**config.mk**
```make
export PLATFORM = sky130hd
export DESIGN_NAME = ex_muldiv_unit
export DESIGN_NICKNAME = d
export VERILOG_FILES = /design/src/rtl/ex_muldiv_unit.sv
export SDC_FILE = /design/constraint.sdc
export NUM_CORES = 1
export LEC_CHECK = 0
export CAP_MARGIN = 10
export CORE_MARGIN = 3
export CORE_UTILIZATION = 48
export CTS_CLUSTER_DIAMETER = 120
export DETAILED_ROUTE_END_ITERATION = 16
export PLACE_DENSITY = 0.82
export SLEW_MARGIN = 10
export SYNTH_ARGS = -nofsm -noshare
export SYNTH_HDL_FRONTEND = slang
export SYNTH_SLANG_ARGS = --single-unit
```
**constraint.sdc**
```tcl
create_clock -name clk -period 3.9 [get_ports clk]
set_clock_uncertainty 0.05 [all_clocks]
set_input_delay 0.78 -clock clk [delete_from_list [all_inputs] [get_ports clk]]
set_output_delay 0.78 -clock clk [all_outputs]
set_load 0.02 [all_outputs]
```
**src/rtl/ex_muldiv_unit.sv**
```systemverilog
// ex_muldiv_unit: iterative RV32M multiply/divide unit for the EX stage.
// Consumes forwarded operands, stalls the pipeline while iterating and
// returns one XLEN-bit result on the single-cycle done pulse.
// Optional build macro MULDIV_FAST_MUL_EN: multiplies use a one-cycle
// combinational product instead of the shift-add sequence.
//
// state | meaning
// IDLE  | waiting for start, operands captured on start
// CALC  | one multiplier / quotient bit per cycle
// DONE  | sign applied, result presented, done pulses
module ex_muldiv_unit #(
  parameter int XLEN = 32
) (
  input  logic            clk,
  input  logic            rst,
  input  logic            start,
  input  logic            flush,
  input  logic [2:0]      funct3,
  input  logic [XLEN-1:0] op_a,
  input  logic [XLEN-1:0] op_b,
  output logic            stall,
  output logic            done,
  output logic [XLEN-1:0] result
);

  localparam int CW = (XLEN > 2) ? $clog2(XLEN) : 1;
  localparam logic [CW-1:0]   CNT_LAST = CW'(XLEN - 1);
  localparam logic [XLEN-1:0] MIN_NEG  = {1'b1, {(XLEN-1){1'b0}}};
  localparam logic [XLEN-1:0] ALL_ONES = {XLEN{1'b1}};
  localparam logic [XLEN-1:0] ZERO_X   = {XLEN{1'b0}};

  localparam logic [1:0] S_IDLE = 2'd0;
  localparam logic [1:0] S_CALC = 2'd1;
  localparam logic [1:0] S_DONE = 2'd2;

  logic [1:0]        state;
  logic [1:0]        state_nx;
  logic [CW-1:0]     cnt;
  logic [2:0]        op_q;
  logic [XLEN-1:0]   opnd;
  logic [2*XLEN-1:0] acc;
  logic              neg_main;
  logic              neg_rem;
  logic [XLEN-1:0]   result_q;

  logic              capture;
  logic              cap_div;
  logic              a_signed;
  logic              b_signed;
  logic              a_neg;
  logic              b_neg;
  logic [XLEN-1:0]   a_mag;
  logic [XLEN-1:0]   b_mag;
  logic              div_zero;
  logic              div_ovf;
  logic              cap_short;
  logic              cap_neg_main;
  logic              cap_neg_rem;
  logic [XLEN-1:0]   cap_opnd;
  logic [2*XLEN-1:0] cap_acc;

  logic [XLEN:0]     mul_sum;
  logic [XLEN:0]     div_trial;
  logic [XLEN:0]     div_diff;
  logic              div_qbit;
  logic [2*XLEN-1:0] acc_step;

  logic [2*XLEN-1:0] prod;
  logic [XLEN-1:0]   quot;
  logic [XLEN-1:0]   rem;
  logic [XLEN-1:0]   fmt;

  assign capture = (state == S_IDLE) && start && !flush;

  // Operand decode at capture: magnitudes, signs and the divide special cases.
  // Special cases preload the final {remainder, quotient} with no sign fix-up.
  always_comb begin
    cap_div  = funct3[2];
    a_signed = (funct3 == 3'b001) || (funct3 == 3'b010) ||
               (funct3 == 3'b100) || (funct3 == 3'b110);
    b_signed = (funct3 == 3'b001) || (funct3 == 3'b100) || (funct3 == 3'b110);
    a_neg    = a_signed && op_a[XLEN-1];
    b_neg    = b_signed && op_b[XLEN-1];
    a_mag    = a_neg ? (ZERO_X - op_a) : op_a;
    b_mag    = b_neg ? (ZERO_X - op_b) : op_b;
    div_zero = cap_div && (op_b == ZERO_X);
    div_ovf  = cap_div && !funct3[0] && (op_a == MIN_NEG) && (op_b == ALL_ONES);
    cap_neg_main = a_neg ^ b_neg;
    cap_neg_rem  = a_neg;
    cap_short    = div_zero || div_ovf;
    if (cap_div) begin
      cap_opnd = b_mag;
      cap_acc  = {ZERO_X, a_mag};
    end else begin
      cap_opnd = a_mag;
      cap_acc  = {ZERO_X, b_mag};
    end
    if (div_zero) begin
      cap_acc      = {op_a, ALL_ONES};
      cap_neg_main = 1'b0;
      cap_neg_rem  = 1'b0;
    end else if (div_ovf) begin
      cap_acc      = {ZERO_X, MIN_NEG};
      cap_neg_main = 1'b0;
      cap_neg_rem  = 1'b0;
    end
`ifdef MULDIV_FAST_MUL_EN
    if (!cap_div) begin
      cap_acc   = {ZERO_X, a_mag} * {ZERO_X, b_mag};
      cap_short = 1'b1;
    end
`endif
  end

  // One iteration step: shift-add for multiply, restoring step for divide.
  // acc holds {partial/remainder, multiplier/dividend-then-quotient}.
  always_comb begin
    mul_sum   = {1'b0, acc[2*XLEN-1:XLEN]} + (acc[0] ? {1'b0, opnd} : {(XLEN+1){1'b0}});
    div_trial = acc[2*XLEN-1:XLEN-1];
    div_diff  = div_trial - {1'b0, opnd};
    div_qbit  = !div_diff[XLEN];
    if (op_q[2]) begin
      acc_step = {(div_qbit ? div_diff[XLEN-1:0] : div_trial[XLEN-1:0]),
                  acc[XLEN-2:0], div_qbit};
    end else begin
      acc_step = {mul_sum, acc[XLEN-1:1]};
    end
  end

  // Sign fix-up and result select from the finished accumulator.
  always_comb begin
    prod = neg_main ? ({(2*XLEN){1'b0}} - acc) : acc;
    quot = neg_main ? (ZERO_X - acc[XLEN-1:0]) : acc[XLEN-1:0];
    rem  = neg_rem ? (ZERO_X - acc[2*XLEN-1:XLEN]) : acc[2*XLEN-1:XLEN];
    case (op_q)
      3'b000:                 fmt = prod[XLEN-1:0];
      3'b001, 3'b010, 3'b011: fmt = prod[2*XLEN-1:XLEN];
      3'b100, 3'b101:         fmt = quot;
      default:                fmt = rem;
    endcase
  end

  // Next-state logic; flush always wins and returns to IDLE.
  always_comb begin
    state_nx = state;
    case (state)
      S_IDLE: if (start) state_nx = cap_short ? S_DONE : S_CALC;
      S_CALC: if (cnt == CNT_LAST) state_nx = S_DONE;
      S_DONE: state_nx = S_IDLE;
      default: state_nx = S_IDLE;
    endcase
    if (flush) state_nx = S_IDLE;
  end

  // State register and iteration counter (cleared whenever not iterating).
  always_ff @(posedge clk) begin
    if (rst) begin
      state <= S_IDLE;
      cnt   <= '0;
    end else begin
      state <= state_nx;
      if (state == S_CALC) cnt <= cnt + CW'(1);
      else                 cnt <= '0;
    end
  end

  // Operand capture in IDLE, accumulator iteration in CALC.
  always_ff @(posedge clk) begin
    if (rst) begin
      op_q     <= '0;
      opnd     <= '0;
      acc      <= '0;
      neg_main <= 1'b0;
      neg_rem  <= 1'b0;
    end else if (capture) begin
      op_q     <= funct3;
      opnd     <= cap_opnd;
      acc      <= cap_acc;
      neg_main <= cap_neg_main;
      neg_rem  <= cap_neg_rem;
    end else if (state == S_CALC) begin
      acc <= acc_step;
    end
  end

  // Result holding register, loaded only on a delivered done.
  always_ff @(posedge clk) begin
    if (rst)       result_q <= '0;
    else if (done) result_q <= fmt;
  end

  // A flush or reset landing in DONE suppresses the pulse and keeps the old result.
  assign stall  = capture || (state == S_CALC);
  assign done   = (state == S_DONE) && !flush && !rst;
  assign result = done ? fmt : result_q;

endmodule

```
======== Word level (Yosys, flattened, before mapping) ========
Index checks and enable logic that the tools add are counted.
cells by class
  add/subtract/negate cells ............... 8
  mux-type cells .......................... 24
  order comparisons ....................... 0
  bitwise gates (word level) .............. 2
  shift operators ......................... 0
  reductions and logical operators ........ 30
  equality and inequality tests ........... 16
  divide/modulo/power cells ............... 0
  $mul .................................... 0
operators by type and width
  cell                                                  count
  2-to-1 mux 64 bit                                     6
  2-to-1 mux 32 bit                                     9
  subtractor 1 x 32 -> 32 bit (first input constant)    4
  one-hot mux 32 bit (3 select lines)                   1
  equality test 32 bit (second input constant)          2
  subtractor 1 x 64 -> 64 bit (first input constant)    1
  adder 32 x 32 -> 33 bit                               1
  subtractor 33 x 32 -> 33 bit                          1
  logical NOT 32 bit                                    1
  equality test 3 bit (second input constant)           4
  logical AND 1 bit                                     10
  equality test 3 x 2 -> 1 bit (second input constant)  3
  logical OR 1 bit                                      7
  equality test 3 x 1 -> 1 bit (second input constant)  2
  2-to-1 mux 2 bit                                      3
  OR reduction 2 bit                                    3
  adder 5 x 1 -> 5 bit (second input constant)          1
  equality test 5 bit (second input constant)           1
  logical NOT 1 bit                                     4
  2-to-1 mux 1 bit                                      4
  inequality test 2 bit (second input constant)         2
  one-hot mux 2 bit (2 select lines)                    1
  logical NOT 3 bit                                     1
  OR reduction 3 bit                                    1
  7 further kinds                                       7
storage, ports and cells
  output and inout bits ................... 34
  bits in latches ......................... 0
  input bits .............................. 71
  bits in writable memories ............... 0
  logic and storage cells ................. 88
  memories ................................ 0
  ROM bits ................................ 0
  register bits after elaboration ......... 140

======== Depth between registers and ports, before layout ========
Gate-level depths: netlist of the first run.
  depth in word-level cells ............... 10
  depth in mapped cells ................... 14
  mapped depth without buffers ............ 12

======== Worst setup path before layout of the first run ========
Ideal clock, no wire load.
  path type ............................... register to output
  start ................................... reg acc[11]
  end ..................................... out result[31]
  arrival ................................. 3116 ps
  data required time ...................... 3070 ps
  slack ................................... -46 ps
  stages on the path, launching flop included .. 10
  buffers on the path ..................... 2
  path through ............................ dfxtp_1 -> clkbuf_1 -> or4_1 -> nor4_2 -> nand4_1 -> clkbuf_1 -> o31ai_1 -> xnor2_1 -> nor2_1 -> o41ai_1
between the ends
  longest elaborated chain between the ends .. 4
RTL lines
  item                                                                               RTL line  source
  from (decl)                                                                        41        logic [2*XLEN-1:0] acc;
  from (signal assigned)                                                             178       acc <= cap_acc;
  from (signal assigned)                                                             182       acc <= acc_step;
  subtractor 1 x 64 -> 64 bit / subtractor 1 x 32 -> 32 bit (equally long branches)  132, 133
  2-to-1 mux 64 bit / 2-to-1 mux 32 bit (equally long branches)                      132, 133
  one-hot mux 32 bit (3 select lines) (*)                                            135       case (op_q)
  2-to-1 mux 32 bit (*)                                                              n/a
  to (decl)                                                                          23        output logic [XLEN-1:0] result
Mark *: on every way between the ends. The rest lies on a longest branch, timed or not.

======== Final worst setup path of the first run ========
  start ................................... reg acc[15]
  end ..................................... out result[10]
between the ends
  longest elaborated chain between the ends .. 4
RTL lines
  item                                 RTL line  source
  subtractor 1 x 64 -> 64 bit          132       prod = neg_main ? ({(2*XLEN){1'b0}} - acc) : acc;
  2-to-1 mux 64 bit                    132
  one-hot mux 32 bit (3 select lines)  135
  2-to-1 mux 32 bit                    n/a
No other way between the ends.

==> results of run 1 <==
## per-layer routing
| layer | wire, µm | track usage [%] |
|---|---|---|
| met3 | 8520 | 8.85 |
| met5 | 0 | 0 |
| met1 | 27800 | 55.3 |
| met4 | 3500 | 17.1 |
| met2 | 28800 | 58.0 |
## flip-flops by register name (all words and copies together) (netlist names)
signal,count
neg_rem,1
cnt,5
opnd,32
neg_main,1
op_q,3
result_q,32
acc,64
state,2
## cells by family after synthesis
| kind of cell | count (synthesis) |
|---|---|
| AO/OA/AOI/OAI | 691 |
| XOR/XNOR | 187 |
| adder cells (fa/ha/maj) | 73 |
| buffers and inverters | 238 |
| flip-flops | 140 |
| multiplexers | 56 |
| AND/OR/NAND/NOR | 777 |
## final cells by class
| class | count | area, µm² | share of cell area (%) |
|---|---|---|---|
| Timing Repair Buffer | 387 | 3210 | 16.6 |
| Clock buffer | 19 | 453 | 2.35 |
| Multi-Input combinational cell | 1784 | 11900 | 61.5 |
| Tap cell | 390 | 488 | 2.53 |
| Clock inverter | 13 | 203 | 1.05 |
| Inverter | 69 | 264 | 1.37 |
| Sequential cell | 140 | 2820 | 14.6 |
## through the flow
| step | instances | total power, W | setup TNS, ns | area (µm²) |
|---|---|---|---|---|
| detailed placement | 2747 | 0.00435 | -2.00 | 17800 |
| global placement | 2747 | 0.00431 | -1.13 | 17800 |
| finish | 2802 | 0.00651 | -2.79 | 19300 |
| CTS | 2793 | 0.00627 | -1.42 | 18800 |
| global route | 2802 | 0.00674 | -5.18 | 19300 |
| floorplan | 2162 | 0.00324 | 0 | 14900 |
## report_power, final
| part | total (W) | internal, W | switching [W] |
|---|---|---|---|
| sequential | 0.00158 | 0.00151 | 0.0000751 |
| combinational | 0.00307 | 0.00120 | 0.00188 |
| clock | 0.00185 | 0.00112 | 0.000730 |
| total | 0.00651 | 0.00383 | 0.00268 |
## path summary, 6_finish.rpt
kind | slack (ns) | to | startpoint | cells after the start
worst max-delay path | -0.25 | result[10] | acc[15] | 12
worst min-delay path | 0.40 | opnd[15] | opnd[15] | 2
worst max register to register | 0.06 | acc[55] | acc[0] | 14
worst min register to register | 0.40 | opnd[15] | opnd[15] | 2
## cells in the mapped netlist (6+ instances only)
cell      number  area, µm²
o41ai_1       19        166
xor2_1        92        806
mux2i_1       50        500
o31ai_1       34        255
a22oi_1       12       90.1
buf_1         10       37.5
dfxtp_1      140       2800
ha_1          71        888
nor4_1        27        169
o21ai_0      150        751
o221ai_1      11       96.3
o21ai_1       18       90.1
a221oi_1      15        131
nor2_1       211        792
clkbuf_1     153        574
a311oi_1       7       61.3
a222oi_1       8       80.1
or3_1         22        138
a211oi_1      29        218
o21bai_1       7       52.6
o31a_1         6       52.6
inv_1         69        259
a21oi_1      210       1050
o22ai_1       12       75.1
a21o_1        22        165
nor3_1        61        305
nand2_1      256        961
or4_1         26        195
o211ai_1      47        353
and2_1        12       75.1
mux2_2         6       67.6
nand4_1       29        181
nor2b_1       26        163
o21a_1        15        113
a31oi_1       19        119
nand3_1       45        225
xnor2_1       95        832
nand2b_1      18        113
or2_2          7       43.8
## repair_timing
action	CTS	global route
buffers inserted	14	14
endpoints found under the setup margin	34	36
resized for setup	217	129
pin swaps	44	80
cloned	1	0
## worst max-delay path, delay by kind of cell (launching register included)
family,cells,cell delay [ns]
simple gates,3,1.13
buf+inv,5,0.75
compound gates,3,0.58
flops,1,0.32
xor+xnor,1,0.08
==> flow_metrics.py, run 1 <==
metrics = {
    "status": {
        "violations": "negative setup slack",
        "status": "complete, but fails checks",
    },
    "timing": {
        "slew_violations": 0,
        "rsz0062_at_grt": "true",
        "setup_viol": 20,
        "tightest_slew_ns": 1.15,
        "worst_slack_ns": -0.246,
        "finalCriticalPeriod_ns": 4.15,
        "slew_headroom_pct": 23.6,
        "fmax_mhz": 241,
        "hold_slack_ns": 0.405,
        "period_share_pct": 106,
        "hold_viol": 0,
    },
    "worst_setup_path": {
        "cpPeakStageDelay_ns": 0.60,
        "critPathArrivalTime_ns": 3.32,
        "cp.required_ns": 3.07,
        "crit_slowest_cell": "or4_4",
        "crit_path_cell_trace": "or4_4 -> nor4_4 -> nand4_1 -> buf_6 -> buf_4 -> buf_6 -> buf_6 -> o21ai_4 -> xnor2_1 -> a222oi_1 -> a21oi_1 -> buf_4",
        "cpMostUsedCell": "buf_6",
        "start_kind": "register",
        "worstSetupPathType": "register to output pin",
        "path_max_fanout": 5,
        "cp-end-kind": "output pin",
    },
    "routing": {
        "first_pass_iters": 9,
        "drtIter0Drc": 2789,
        "drc": 0,
        "post_drt_wl_per_cell_um": 24.5,
        "via_per_inst": 6.62,
        "antenna_left": 0,
        "vias": 18500,
        "routed_wl_um": 68600,
    },
    "synth": {
        "synth_flop_cell": "dfxtp_1",
        "yosys_warnings": 0,
        "synth_top_family_by_area": "compound AO/OA/AOI/OAI gates",
        "synth-edff-count": 0,
        "yosys.area_share.adder_pct": 6.23,
        "synth_cells": 2162,
        "netlist_area_mm2": 0.0149,
        "synth_mux_area_share_pct": 3.81,
        "syn-num-nets": 2306,
        "synth_xor_area_share_pct": 11.0,
        "synth-seq-cells": 140,
        "avgSynthCellArea_um2": 6.90,
        "synth.distinct_cells": 82,
        "async_flop_share_pct": 0,
        "synth-compound-area-share_pct": 29.4,
        "yosys.area_share.simple_pct": 24.7,
        "ys_seq_area_share_pct": 18.8,
    },
    "floorplanning": {
        "fp-row-count": 63,
        "io_pins": 105,
        "die_w_um": 182,
        "die_area_mm2": 0.0332,
        "start_util_pct": 49.5,
        "core_area_mm2": 0.0301,
        "die_y_um": 182,
    },
    "clocking": {
        "cts_buffers": 17,
        "htree_levels": 4,
        "clk_pin_slew_ns": 0.06,
        "clock_sinks": 140,
        "worstSkewPairLatency_ns": 0.46,
        "clockBufferDepth": 2,
        "root_buffer": "clkbuf_16",
        "hold_buffers": 0,
        "cts_tree": "built",
    },
    "placed_design": {
        "io_buffers": 104,
        "dpl_worst_slack_ns": -0.262,
        "dp.final_hpwl_um": 52000,
        "gp_congestion": 1.02,
    },
    "global_route": {
        "grt_antenna_before_repair": 0,
        "grt_pass1_wl_um": 102000,
        "grt_pass1_vias": 16900,
        "grt_max_degree": 80,
        "track_usage_pct": 39.4,
        "grt-ovfl-total": 0,
    },
    "finish": {
        "fin_nets": 2543,
        "syn_to_final_growth_pct": 29.5,
        "fin_util_pct": 64.1,
        "mostFrequentLayoutCells": "buf_4 (283), nand2_1 (248), nor2_1 (204), a21oi_1 (196), dfxtp_1 (130)",
        "drive_above_1_share_pct": 20.4,
        "n_fill_cell": 2672,
        "antenna_cells": 0,
        "final_common_cell": "buf_4",
    },
    "power": {
        "cellPowerDensity_mw_per_mm2": 337,
        "total_leakage_power_nw": 7.62,
        "vdd_ir_drop_max_mv": 0.446,
    },
    "run": {
        "drv_cap": 0,
    },
    "min_path": {
        "hold_class": "register to register",
    },
}
(Power assumes the default switching activity.)
==> inputs of run 2 (changes only) <==
Settings changed: RECOVER_POWER set to 50.
==> run 2 against run 1 <==
The flow still finishes with violations (negative setup slack). Critical path depth decreased by 2. Power about the same. Sequential power about the same. Clock power about the same. Critical path type unchanged. Highest routed layer unchanged.
==> flow_metrics.py, run 2 (same netlist as run 1, synthesis figures left out) <==
metrics = {
    "timing": {
        "tns_ns": -2.76,
        "rsz0062_at_grt": "true",
        "period_share_pct": 106,
        "slew_headroom_pct": 1.04,
        "fmax_mhz": 242,
        "finalCriticalPeriod_ns": 4.14,
        "hold_viol": 0,
        "setup_viol": 21,
        "tightest_slew_ns": 1.48,
        "worst_slack_ns": -0.238,
        "slew_violations": 0,
    },
    "routing": {
        "antenna_left": 0,
        "post_drt_wl_per_cell_um": 24.5,
        "drc": 0,
        "drtIter0Drc": 2796,
        "first_pass_iters": 7,
        "vias": 18600,
        "routed_wl_um": 68600,
        "via_per_inst": 6.65,
    },
    "global_route": {
        "track_usage_pct": 39.4,
        "grt-ovfl-total": 0,
        "grt_pass1_vias": 16900,
        "grt_pass1_wl_um": 102000,
        "grt_antenna_before_repair": 0,
        "grt_max_degree": 80,
    },
    "floorplanning": {
        "start_util_pct": 49.5,
        "die_area_mm2": 0.0332,
        "fp-row-count": 63,
        "core_area_mm2": 0.0301,
        "die_y_um": 182,
        "die_w_um": 182,
        "io_pins": 105,
    },
    "worst_setup_path": {
        "crit_slowest_cell": "or4_4",
        "start_kind": "register",
        "cp-end-kind": "output pin",
        "cpMostUsedCell": "buf_6",
        "critPathArrivalTime_ns": 3.31,
        "cp.required_ns": 3.07,
        "worstSetupPathType": "register to output pin",
        "crit_path_cell_trace": "or4_4 -> nor4_4 -> nand4_1 -> buf_6 -> buf_6 -> o41ai_4 -> xnor2_1 -> a222oi_1 -> a21oi_1 -> buf_4",
        "cpPeakStageDelay_ns": 0.60,
        "path_max_fanout": 4,
    },
    "run": {
        "drv_cap": 0,
    },
    "finish": {
        "n_fill_cell": 2686,
        "drive_above_1_share_pct": 20.1,
        "syn_to_final_growth_pct": 29.3,
        "fin_util_pct": 64.0,
        "top_register": "acc",
        "reg.largest.list": "acc: 64 flops, opnd: 32 flops, result_q: 32 flops",
        "design_area_mm2": 0.0193,
        "mostFrequentLayoutCells": "buf_4 (273), nand2_1 (248), nor2_1 (204), a21oi_1 (196), dfxtp_1 (130)",
        "largest_reg_flops": 64,
        "final_common_cell": "buf_4",
        "antenna_cells": 0,
        "fin_nets": 2543,
    },
    "power": {
        "total_leakage_power_nw": 7.58,
        "power.total_w": 0.00651,
        "cellPowerDensity_mw_per_mm2": 338,
        "vdd_ir_drop_max_mv": 0.448,
    },
    "clocking": {
        "worstSkewPairLatency_ns": 0.46,
        "hold_buffers": 0,
        "clk_pin_slew_ns": 0.06,
        "htree_levels": 4,
        "root_buffer": "clkbuf_16",
        "clockBufferDepth": 2,
        "clock_sinks": 140,
        "cts_buffers": 17,
        "cts_tree": "built",
    },
    "placed_design": {
        "dpl_worst_slack_ns": -0.262,
        "dpl-instance-area_mm2": 0.0178,
        "dp.final_hpwl_um": 52000,
        "gp_congestion": 1.02,
        "io_buffers": 104,
    },
    "status": {
        "status": "complete, but fails checks",
        "violations": "negative setup slack",
    },
    "min_path": {
        "hold_class": "register to register",
    },
}
[run 2: cell types whose count changed in the layout (fill, tap and decap cells not counted), sizes merged]
cell	before	now
buf	315	305
clkbuf	20	30
clkdlybuf4s50	70	67
dlygate4sd3	0	3
[run 2: timing repair]
item,CTS,global route
endpoints found under the setup margin,34,36
setup buffers,14,14
pin swaps,44,80
cloned,1,0
resized for setup,217,129
[run 2: cell type report]
class | instances | area [µm²] | area share, %
well taps | 390 | 488 | 2.53
inverters | 69 | 264 | 1.37
multi-input cells | 1784 | 11900 | 61.6
repair buffers | 387 | 3170 | 16.5
flip-flops and latches | 140 | 2820 | 14.6
clock inverters | 13 | 203 | 1.05
clock buffers | 19 | 453 | 2.35
[run 2: layer usage]
layer  wire, µm  share of wire (%)  GRT usage, %  vias to the layer above
met5          0                  0             0                        -
met4       3460                5.0          17.1                        0
met3       8380                 12          8.85                      216
met2      28800                 42          58.0                     1294
met1      28000                 41          55.3                     8791
li1           -                  -             -                     8337
[run 2: critical path, delay by kind of cell (launching register included)]
kind | cells | cell delay (ns)
flip-flops | 1 | 0.32
AND/OR/NAND/NOR | 3 | 1.13
buffers and inverters | 3 | 0.46
AO/OA/AOI/OAI | 3 | 0.83
XOR/XNOR | 1 | 0.11
[run 2: worst paths after layout]
path	end	from	slack [ns]	cells past startpoint
worst max-delay path	result[18]	acc[15]	-0.24	10
worst min-delay path	opnd[15]	opnd[15]	0.40	2
worst max register to register	acc[55]	acc[0]	0.05	14
worst min register to register	opnd[15]	opnd[15]	0.40	2
[run 2: report_power, final]
| group | leakage [nW] | switching (W) | internal, W |
|---|---|---|---|
| clock network | 0.319 | 0.000729 | 0.00112 |
| registers | 1.15 | 0.0000763 | 0.00151 |
| logic | 6.12 | 0.00188 | 0.00119 |
| total | 7.58 | 0.00269 | 0.00382 |
[run 2: stage by stage]
step	instances	hold slack, ns
3_3_place_gp	2747	0.388
2_1_floorplan	2162	0.382
3_5_place_dp	2747	0.395
6_report	2802	0.402
4_1_cts	2793	0.401
5_1_grt	2802	0.426
